$ cat src/rtl/ccff_shadow_cfg.sv
// ccff_shadow_cfg: serial config chain cell with parity/length-checked, handshaked shadow commit
module ccff_shadow_cfg #(
  parameter int WIDTH     = 4,
  parameter int PARITY_EN = 1
) (
  input  logic             prog_clk,
  input  logic             pReset_n,
  input  logic             ccff_head,
  input  logic             shift_en,
  input  logic             commit_req,
  output logic             ccff_tail,
  output logic             commit_ack,
  output logic [WIDTH-1:0] sram,
  output logic [WIDTH-1:0] sram_inv,
  output logic             cfg_valid,
  output logic             parity_err,
  output logic             frame_err
);
  localparam int N  = WIDTH + PARITY_EN;
  localparam int CW = $clog2(N + 1);
  typedef enum logic [1:0] {IDLE, CHECK, ACK} state_t;
  state_t           r_state, w_next;
  logic [N-1:0]     r_sr;
  logic [CW-1:0]    r_cnt;
  logic [WIDTH-1:0] r_shadow, w_data;
  logic             r_cfg_valid, r_parity_err, r_frame_err;
  logic [N:0]       w_sr_ext;
  logic             w_shift, w_full, w_par_ok;
  assign w_sr_ext = {r_sr, ccff_head};
  assign w_shift  = (r_state == IDLE) && shift_en;
  assign w_full   = r_cnt == CW'(N);
  assign w_par_ok = (PARITY_EN == 0) || !(^r_sr);
  always_comb begin
    w_data = '0;
    for (int i = 0; i < WIDTH; i++) w_data[i] = r_sr[N-1-i];
  end
  always_comb begin
    w_next = r_state;
    if (r_state == IDLE && commit_req && !shift_en) w_next = CHECK;
    else if (r_state == CHECK) w_next = ACK;
    else if (r_state == ACK && !commit_req) w_next = IDLE;
  end
  always_ff @(posedge prog_clk) begin
    if (!pReset_n) begin
      r_state      <= IDLE;
      r_sr         <= '0;
      r_cnt        <= '0;
      r_shadow     <= '0;
      r_cfg_valid  <= 1'b0;
      r_parity_err <= 1'b0;
      r_frame_err  <= 1'b0;
    end else begin
      r_state <= w_next;
      if (w_shift) begin
        r_sr <= w_sr_ext[N-1:0];
        if (!w_full) r_cnt <= r_cnt + 1'b1;
      end
      if (r_state == CHECK) begin
        r_cnt <= '0;
        if (!w_full) r_frame_err <= 1'b1;
        else if (w_par_ok) begin
          r_shadow     <= w_data;
          r_cfg_valid  <= 1'b1;
          r_parity_err <= 1'b0;
          r_frame_err  <= 1'b0;
        end else begin
          r_parity_err <= 1'b1;
          r_frame_err  <= 1'b0;
        end
      end
    end
  end
  assign ccff_tail  = r_sr[N-1];
  assign commit_ack = r_state == ACK;
  assign sram       = r_shadow;
  assign sram_inv   = ~r_shadow;
  assign cfg_valid  = r_cfg_valid;
  assign parity_err = r_parity_err;
  assign frame_err  = r_frame_err;
endmodule
$ cat config.mk
export PLATFORM = sky130hd
export DESIGN_NAME = ccff_shadow_cfg
export DESIGN_NICKNAME = d
export VERILOG_FILES = /design/src/rtl/ccff_shadow_cfg.sv
export SDC_FILE = /design/constraint.sdc
export NUM_CORES = 1
export LEC_CHECK = 0
export ABC_AREA = 1
export CORE_MARGIN = 3
export CORE_UTILIZATION = 50
export DETAILED_ROUTE_END_ITERATION = 10
export PLACE_DENSITY = 0.79
export SYNTH_ARGS = -nofsm -noshare
export SYNTH_HDL_FRONTEND = slang
export SYNTH_SLANG_ARGS = --single-unit
$ cat constraint.sdc
create_clock -name prog_clk -period 2.8 [get_ports prog_clk]
set_input_delay 0.56 -clock prog_clk [delete_from_list [all_inputs] [get_ports prog_clk]]
set_output_delay 0.56 -clock prog_clk [all_outputs]
set_load 0.02 [all_outputs]
==> flow_results.xml, run 1 <==
<?xml version="1.0" encoding="UTF-8"?>
<metrics>
  <group name="placed_design">
    <metric name="dp_worst_setup_slack" unit="ns">0.963</metric>
    <metric name="port_buffers" unit="">17</metric>
    <metric name="placed_cells" unit="">142</metric>
    <metric name="dp_hpwl" unit="um">1100</metric>
    <metric name="dpl-instance-area" unit="mm2">0.00101</metric>
    <metric name="place.gp.congestion" unit="">0.749</metric>
  </group>
  <group name="worst_setup_path">
    <metric name="worst_ep_required_time" unit="ns">2.24</metric>
    <metric name="worst_reg2reg_path_depth" unit="">7</metric>
    <metric name="reg2reg_setup_slack" unit="ns">1.43</metric>
    <metric name="path_class" unit="">flip-flop to primary output</metric>
    <metric name="startpoint" unit="">r_state[1]</metric>
    <metric name="critPathArrivalTime" unit="ns">1.53</metric>
    <metric name="critPathSlowestCell" unit="">sky130_fd_sc_hd__clkdlybuf4s50_1</metric>
    <metric name="path_cells" unit="">inv_1 &gt; nor2_1 &gt; clkdlybuf4s50_1</metric>
    <metric name="crit-reg2reg-capture" unit="">sram[2]</metric>
    <metric name="worst_path_dominant_cell_family" unit="">buffers and inverters</metric>
    <metric name="timing.critical_path.buf_inv" unit="">2</metric>
    <metric name="r2r_start" unit="">r_cnt[0]</metric>
    <metric name="critPathLaunchType" unit="">flip-flop</metric>
    <metric name="max_stage_delay" unit="ns">0.63</metric>
    <metric name="critical_path.endpoint_type" unit="">primary output</metric>
    <metric name="worst-path-max-fanout" unit="">3</metric>
  </group>
  <group name="grt">
    <metric name="antenna_found_initial" unit="">0</metric>
    <metric name="grt_util_all_layers" unit="%">16.4</metric>
    <metric name="grt_pass1_wl" unit="um">2390</metric>
    <metric name="maximum_number_of_pins_on_one_net_before_global_route_repair" unit="">15</metric>
    <metric name="overflow_after_grt" unit="">0</metric>
    <metric name="via_count_of_the_first_global_routing_pass" unit="">596</metric>
  </group>
  <group name="clocking">
    <metric name="post_cts_resized" unit="">0</metric>
    <metric name="cts-root-buf" unit="">sky130_fd_sc_hd__clkbuf_4</metric>
    <metric name="tritoncts" unit="">built</metric>
    <metric name="post_cts_hold_buffer_count" unit="">0</metric>
    <metric name="cts-buffers-inserted" unit="">3</metric>
    <metric name="cts_setup_buffers" unit="">0</metric>
    <metric name="clock_latency" unit="ns">0.29</metric>
    <metric name="clk_pin_slew" unit="ns">0.10</metric>
    <metric name="tritoncts_num_sinks" unit="">17</metric>
    <metric name="htree_levels" unit="">1</metric>
    <metric name="number_of_buffers_on_the_longest_clock_path" unit="">2</metric>
  </group>
  <group name="cells_and_area">
    <metric name="count_of_antenna_diodes_in_the_layout" unit="">0</metric>
    <metric name="fin_nets" unit="">139</metric>
    <metric name="layout.cells.most_common_list" unit="">sky130_fd_sc_hd__inv_1 (21), sky130_fd_sc_hd__nand2_1 (20), sky130_fd_sc_hd__dfxtp_1 (17), sky130_fd_sc_hd__clkdlybuf4s50_1 (17), sky130_fd_sc_hd__nor2_1 (11)</metric>
    <metric name="stdcell_area" unit="mm2">0.00103</metric>
    <metric name="layout.cells.most_common" unit="">sky130_fd_sc_hd__inv_1</metric>
    <metric name="post_route_cells_drive_above_1_share" unit="%">12.2</metric>
    <metric name="syn_to_final_growth" unit="%">27.4</metric>
    <metric name="final-instance-count-excl-fill" unit="">146</metric>
  </group>
  <group name="timing">
    <metric name="grt_setup_unrepaired" unit="">false</metric>
    <metric name="setup-violations-final" unit="">0</metric>
    <metric name="post-route-period-util" unit="%">74.7</metric>
    <metric name="whs" unit="ns">0.450</metric>
    <metric name="finClkSkew" unit="ns">0.00130</metric>
    <metric name="worst-slew-pin-transition" unit="ns">0.362</metric>
    <metric name="finalHoldViolations" unit="">0</metric>
    <metric name="max_clock_freq" unit="MHz">478</metric>
    <metric name="fin_tns_setup" unit="ns">0</metric>
    <metric name="slew_viol_final" unit="">0</metric>
    <metric name="period_minus_slack" unit="ns">2.09</metric>
    <metric name="timing.slew.headroom" unit="%">75.8</metric>
    <metric name="post-route-worst-setup-slack" unit="ns">0.708</metric>
  </group>
  <group name="die">
    <metric name="starting_utilization_of_the_core_area" unit="%">57.4</metric>
    <metric name="dieArea" unit="mm2">0.00214</metric>
    <metric name="io_pins" unit="">18</metric>
    <metric name="placementRows" unit="">13</metric>
    <metric name="die_w" unit="um">46.3</metric>
    <metric name="die_y" unit="um">46.3</metric>
    <metric name="core_area" unit="mm2">0.00142</metric>
  </group>
  <group name="yosys">
    <metric name="post_synthesis_instance_total" unit="">110</metric>
    <metric name="syn-num-nets" unit="">117</metric>
    <metric name="synth_largest_area_cell" unit="">sky130_fd_sc_hd__dfxtp_1</metric>
    <metric name="ys_ff_latch" unit="">17</metric>
    <metric name="synthesis.area_per_instance" unit="um2">7.38</metric>
    <metric name="seq_area_frac_synth" unit="%">41.9</metric>
    <metric name="ys_top_cells_by_area" unit="">sky130_fd_sc_hd__dfxtp_1 (42%), sky130_fd_sc_hd__inv_1 (9.7%), sky130_fd_sc_hd__nand2_1 (9.2%)</metric>
    <metric name="synth.lib_cells_used.distinct" unit="">22</metric>
    <metric name="syn_area" unit="um2">812</metric>
    <metric name="synthesis.yosys.warnings" unit="">0</metric>
    <metric name="synth_largest_type_area_fraction" unit="%">41.9</metric>
  </group>
  <group name="run_status">
    <metric name="outcome" unit="">finished, final reports clean</metric>
  </group>
  <group name="routing">
    <metric name="drt_drc_violations_left" unit="">0</metric>
    <metric name="detail_route.first_pass.iterations" unit="">4</metric>
    <metric name="route.antenna.remaining_nets" unit="">0</metric>
    <metric name="detailedRoute.firstIterationViolations" unit="">14</metric>
    <metric name="avgRoutedWirePerCell" unit="um">9.79</metric>
    <metric name="detail_route.vias_per_cell" unit="">4.82</metric>
    <metric name="route.final.wire_length" unit="um">1430</metric>
    <metric name="via_count" unit="">703</metric>
  </group>
  <group name="power_and_ir_drop">
    <metric name="power_density" unit="mW/mm2">479</metric>
    <metric name="cellLeakagePower" unit="nW">0.466</metric>
    <metric name="vdd_drop_max" unit="mV">0.397</metric>
  </group>
  <group name="run">
    <metric name="drv.max_cap_violation_count" unit="">0</metric>
  </group>
  <group name="hold_path">
    <metric name="hold_path_end" unit="">cfg_valid</metric>
    <metric name="timing.hold.worst.class" unit="">flip-flop to flip-flop</metric>
    <metric name="worst_min_path_start" unit="">cfg_valid</metric>
    <metric name="timing.hold.worst_path_depth" unit="">2</metric>
  </group>
</metrics>
worst reg2reg max path: cells and delay by family (launching register included):
family | cells | cell delay (ns)
buf+inv | 1 | 0.04
simple gates | 5 | 0.72
flops | 1 | 0.40
fa+ha+maj | 1 | 0.17
cells in the mapped netlist, drive strengths merged:
library cell / number
xnor2: 1
clkbuf: 1
nor3: 2
buf: 1
inv: 23
o21ai: 7
o211a: 1
nor2: 12
nand4: 4
ha: 2
a21oi: 10
or2: 1
nand2: 24
dfxtp: 17
nand3: 4
power breakdown:
part | leakage (nW) | total [mW] | switching [mW] | internal, mW
Clock | 0.0177 | 0.131 | 0.0783 | 0.0531
Sequential | 0.139 | 0.268 | 0.0132 | 0.255
Combinational | 0.309 | 0.0960 | 0.0568 | 0.0392
final cells by class:
class                      count  area [um2]
clock buffer                   3        22.5
clock inverter                 1        5.00
fill                         111         380
inverter                      23        86.3
multi-input combinational     68         377
sequential                    17         340
tap                           15        18.8
timing repair buffer          19         185
metrics by stage:
step	total power, mW	utilization, %
floorplan	0.342	-
finish	0.496	73.1
global placement	0.366	71.2
detailed placement	0.370	71.2
global route	0.528	73.1
CTS	0.504	73.1
flip-flops by register name, indices dropped and copies added, names as in the netlist:
name / cells
cfg_valid: 1
frame_err: 1
parity_err: 1
r_cnt: 3
r_sr: 5
r_state: 2
sram: 4
worst max-delay path by stage:
stage                            end  depth (start not counted)  slack (ns)
after global placement      r_cnt[2]                          9        1.04
after CTS                 commit_ack                          3        0.71
final                     commit_ack                          3        0.71
after global routing      commit_ack                          3        0.63
after detailed placement    r_cnt[0]                          7        0.96
after floorplan           commit_ack                          2        1.49
metal layers:
metal	vias to the layer above	global-route usage (%)	part of all wire (%)	wire length, um
met2	16	23.4	44	628
met3	4	5.08	4.8	69
met1	297	19.4	48	681
met5	-	0	0	0
met4	0	14.8	3.6	51
li1	386	-	-	-
logic make-up after synthesis:
group | Yosys count | synth area share, %
and+or+nand+nor | 47 | 30.5
buffers and inverters | 25 | 11.7
AOI/OAI and AO/OA | 18 | 11.7
adders and majority gates | 2 | 3.08
DFF | 17 | 41.9
xor gates and xnor gates | 1 | 1.08
Power figures use the tool's default switching activity.
==> inputs of run 2 (changes only) <==
CORE_UTILIZATION = 48   (was 50)
PLACE_DENSITY = 0.77   (was 0.79)
clock period = 1.95 ns   (was 2.8 ns; I/O delays follow)
==> flow_results.xml, run 2 (synthesized netlist as in run 1, its figures left out) <==
<?xml version="1.0" encoding="UTF-8"?>
<metrics>
  <group name="worst_setup_path">
    <metric name="critical_path_depth" unit="">1</metric>
    <metric name="critPathSlowestCell" unit="">sky130_fd_sc_hd__clkdlybuf4s50_1</metric>
    <metric name="max_stage_delay" unit="ns">0.63</metric>
    <metric name="worst_ep_required_time" unit="ns">1.56</metric>
    <metric name="timing.critical_path.buf_inv" unit="">1</metric>
    <metric name="worst_reg2reg_path_depth" unit="">7</metric>
    <metric name="critPathLaunchType" unit="">flip-flop</metric>
    <metric name="critPathArrivalTime" unit="ns">1.33</metric>
    <metric name="worst-path-max-fanout" unit="">5</metric>
    <metric name="critical_path.endpoint_type" unit="">primary output</metric>
    <metric name="path_class" unit="">flip-flop to primary output</metric>
    <metric name="worst_path_dominant_cell_family" unit="">buffers and inverters</metric>
    <metric name="path_cells" unit="">clkdlybuf4s50_1</metric>
  </group>
  <group name="power_and_ir_drop">
    <metric name="vdd_drop_max" unit="mV">0.369</metric>
    <metric name="power.share.combinational" unit="%">19.9</metric>
    <metric name="seq_power_share" unit="%">54.4</metric>
    <metric name="power.clock.fraction" unit="%">25.8</metric>
    <metric name="cellLeakagePower" unit="nW">0.481</metric>
    <metric name="switching_power" unit="uW">205</metric>
    <metric name="cellInternalPower" unit="uW">502</metric>
    <metric name="power_density" unit="mW/mm2">682</metric>
    <metric name="p_sw_share" unit="%">29.0</metric>
  </group>
  <group name="placed_design">
    <metric name="placed_cells" unit="">143</metric>
    <metric name="dpl-instance-area" unit="mm2">0.00101</metric>
    <metric name="dp_hpwl" unit="um">1170</metric>
    <metric name="place.gp.congestion" unit="">0.775</metric>
    <metric name="port_buffers" unit="">17</metric>
  </group>
  <group name="grt">
    <metric name="antenna_found_initial" unit="">0</metric>
    <metric name="maximum_number_of_pins_on_one_net_before_global_route_repair" unit="">14</metric>
    <metric name="grt_pass1_wl" unit="um">2480</metric>
    <metric name="overflow_after_grt" unit="">0</metric>
    <metric name="via_count_of_the_first_global_routing_pass" unit="">621</metric>
    <metric name="grt_util_all_layers" unit="%">16.3</metric>
  </group>
  <group name="clocking">
    <metric name="clk_pin_slew" unit="ns">0.10</metric>
    <metric name="number_of_buffers_on_the_longest_clock_path" unit="">2</metric>
    <metric name="clock_latency" unit="ns">0.28</metric>
    <metric name="cts-root-buf" unit="">sky130_fd_sc_hd__clkbuf_4</metric>
    <metric name="htree_levels" unit="">1</metric>
    <metric name="tritoncts_num_sinks" unit="">17</metric>
    <metric name="cts-buffers-inserted" unit="">3</metric>
    <metric name="cts_setup_buffers" unit="">0</metric>
    <metric name="tritoncts" unit="">built</metric>
  </group>
  <group name="timing">
    <metric name="max_clock_freq" unit="MHz">583</metric>
    <metric name="period_minus_slack" unit="ns">1.72</metric>
    <metric name="worst-slew-pin-transition" unit="ns">0.338</metric>
    <metric name="slew_viol_final" unit="">0</metric>
    <metric name="finalHoldViolations" unit="">0</metric>
    <metric name="whs" unit="ns">0.454</metric>
    <metric name="post-route-period-util" unit="%">88.0</metric>
    <metric name="grt_setup_unrepaired" unit="">false</metric>
    <metric name="fin_tns_setup" unit="ns">0</metric>
    <metric name="timing.slew.headroom" unit="%">77.4</metric>
    <metric name="setup-violations-final" unit="">0</metric>
    <metric name="finClkSkew" unit="ns">0.00568</metric>
  </group>
  <group name="routing">
    <metric name="avgRoutedWirePerCell" unit="um">10.2</metric>
    <metric name="route.final.wire_length" unit="um">1490</metric>
    <metric name="route.antenna.remaining_nets" unit="">0</metric>
    <metric name="detail_route.first_pass.iterations" unit="">4</metric>
    <metric name="drt_drc_violations_left" unit="">0</metric>
    <metric name="detail_route.vias_per_cell" unit="">4.92</metric>
    <metric name="via_count" unit="">723</metric>
    <metric name="detailedRoute.firstIterationViolations" unit="">7</metric>
  </group>
  <group name="die">
    <metric name="core_area" unit="mm2">0.00154</metric>
    <metric name="die_y" unit="um">47.1</metric>
    <metric name="die_w" unit="um">47.1</metric>
    <metric name="io_pins" unit="">18</metric>
    <metric name="placementRows" unit="">14</metric>
    <metric name="starting_utilization_of_the_core_area" unit="%">52.7</metric>
    <metric name="dieArea" unit="mm2">0.00222</metric>
  </group>
  <group name="cells_and_area">
    <metric name="final-instance-count-excl-fill" unit="">147</metric>
    <metric name="syn_to_final_growth" unit="%">27.7</metric>
    <metric name="layout.cells.most_common" unit="">sky130_fd_sc_hd__inv_1</metric>
    <metric name="post_route_cells_drive_above_1_share" unit="%">11.5</metric>
    <metric name="fin_nets" unit="">139</metric>
    <metric name="reg_with_most_ffs" unit="">r_sr</metric>
    <metric name="layout.cells.most_common_list" unit="">sky130_fd_sc_hd__inv_1 (21), sky130_fd_sc_hd__nand2_1 (20), sky130_fd_sc_hd__dfxtp_1 (17)</metric>
    <metric name="stdcell_area" unit="mm2">0.00104</metric>
    <metric name="count_of_antenna_diodes_in_the_layout" unit="">0</metric>
    <metric name="largest_reg_flops" unit="">5</metric>
    <metric name="final.fill_count" unit="">132</metric>
  </group>
  <group name="hold_path">
    <metric name="timing.hold.worst_path_depth" unit="">2</metric>
    <metric name="timing.hold.worst.class" unit="">flip-flop to flip-flop</metric>
  </group>
  <group name="run_status">
    <metric name="outcome" unit="">finished, final reports clean</metric>
  </group>
  <group name="run">
    <metric name="drv.max_cap_violation_count" unit="">0</metric>
  </group>
</metrics>
## run 2: worst paths after layout
| kind | startpoint | end | slack, ns |
|---|---|---|---|
| worst max-delay path | r_sr[4] | ccff_tail | 0.23 |
| worst min-delay path | cfg_valid | cfg_valid | 0.45 |
| worst max register to register | r_cnt[0] | sram[1] | 0.60 |
| worst min register to register | cfg_valid | cfg_valid | 0.45 |
## run 2: layer usage
layer  vias to the layer above  GRT usage (%)  wire length (um)
met4                         0           9.94                46
met5                         -              0                 0
met3                         6           4.98                91
met2                        22           26.0               662
met1                       313           19.0               693
li1                        382              -                 -
## run 2: timing repair
item	CTS	global route
setup endpoints to repair	0	1
hold buffers	0	0
resized for setup	0	1
## run 2: final cells by class
class | count | area (um2) | share of cell area [%]
multi-input combinational | 68 | 377 | 36.3
sequential | 17 | 340 | 32.8
tap | 16 | 20.0 | 1.93
timing repair buffer | 19 | 188 | 18.1
clock buffer | 4 | 26.3 | 2.53
inverter | 23 | 86.3 | 8.32
## run 2: power groups by stage
stage / clock (mW) / combinational [mW] / sequential, mW
after CTS: 0.188 / 0.142 / 0.384
after detailed placement: 0 / 0.140 / 0.392
final: 0.182 / 0.141 / 0.384
after global routing: 0.204 / 0.159 / 0.388
after global placement: 0 / 0.134 / 0.391
after floorplan: 0 / 0.0980 / 0.394
## run 2: stage by stage
step,setup WS (ns),power (mW),utilization [%]
floorplan,0.764,0.492,-
global placement,0.387,0.525,65.4
detailed placement,0.339,0.533,65.4
CTS,0.0461,0.714,67.1
global route,0.171,0.751,67.3
finish,0.234,0.707,67.3
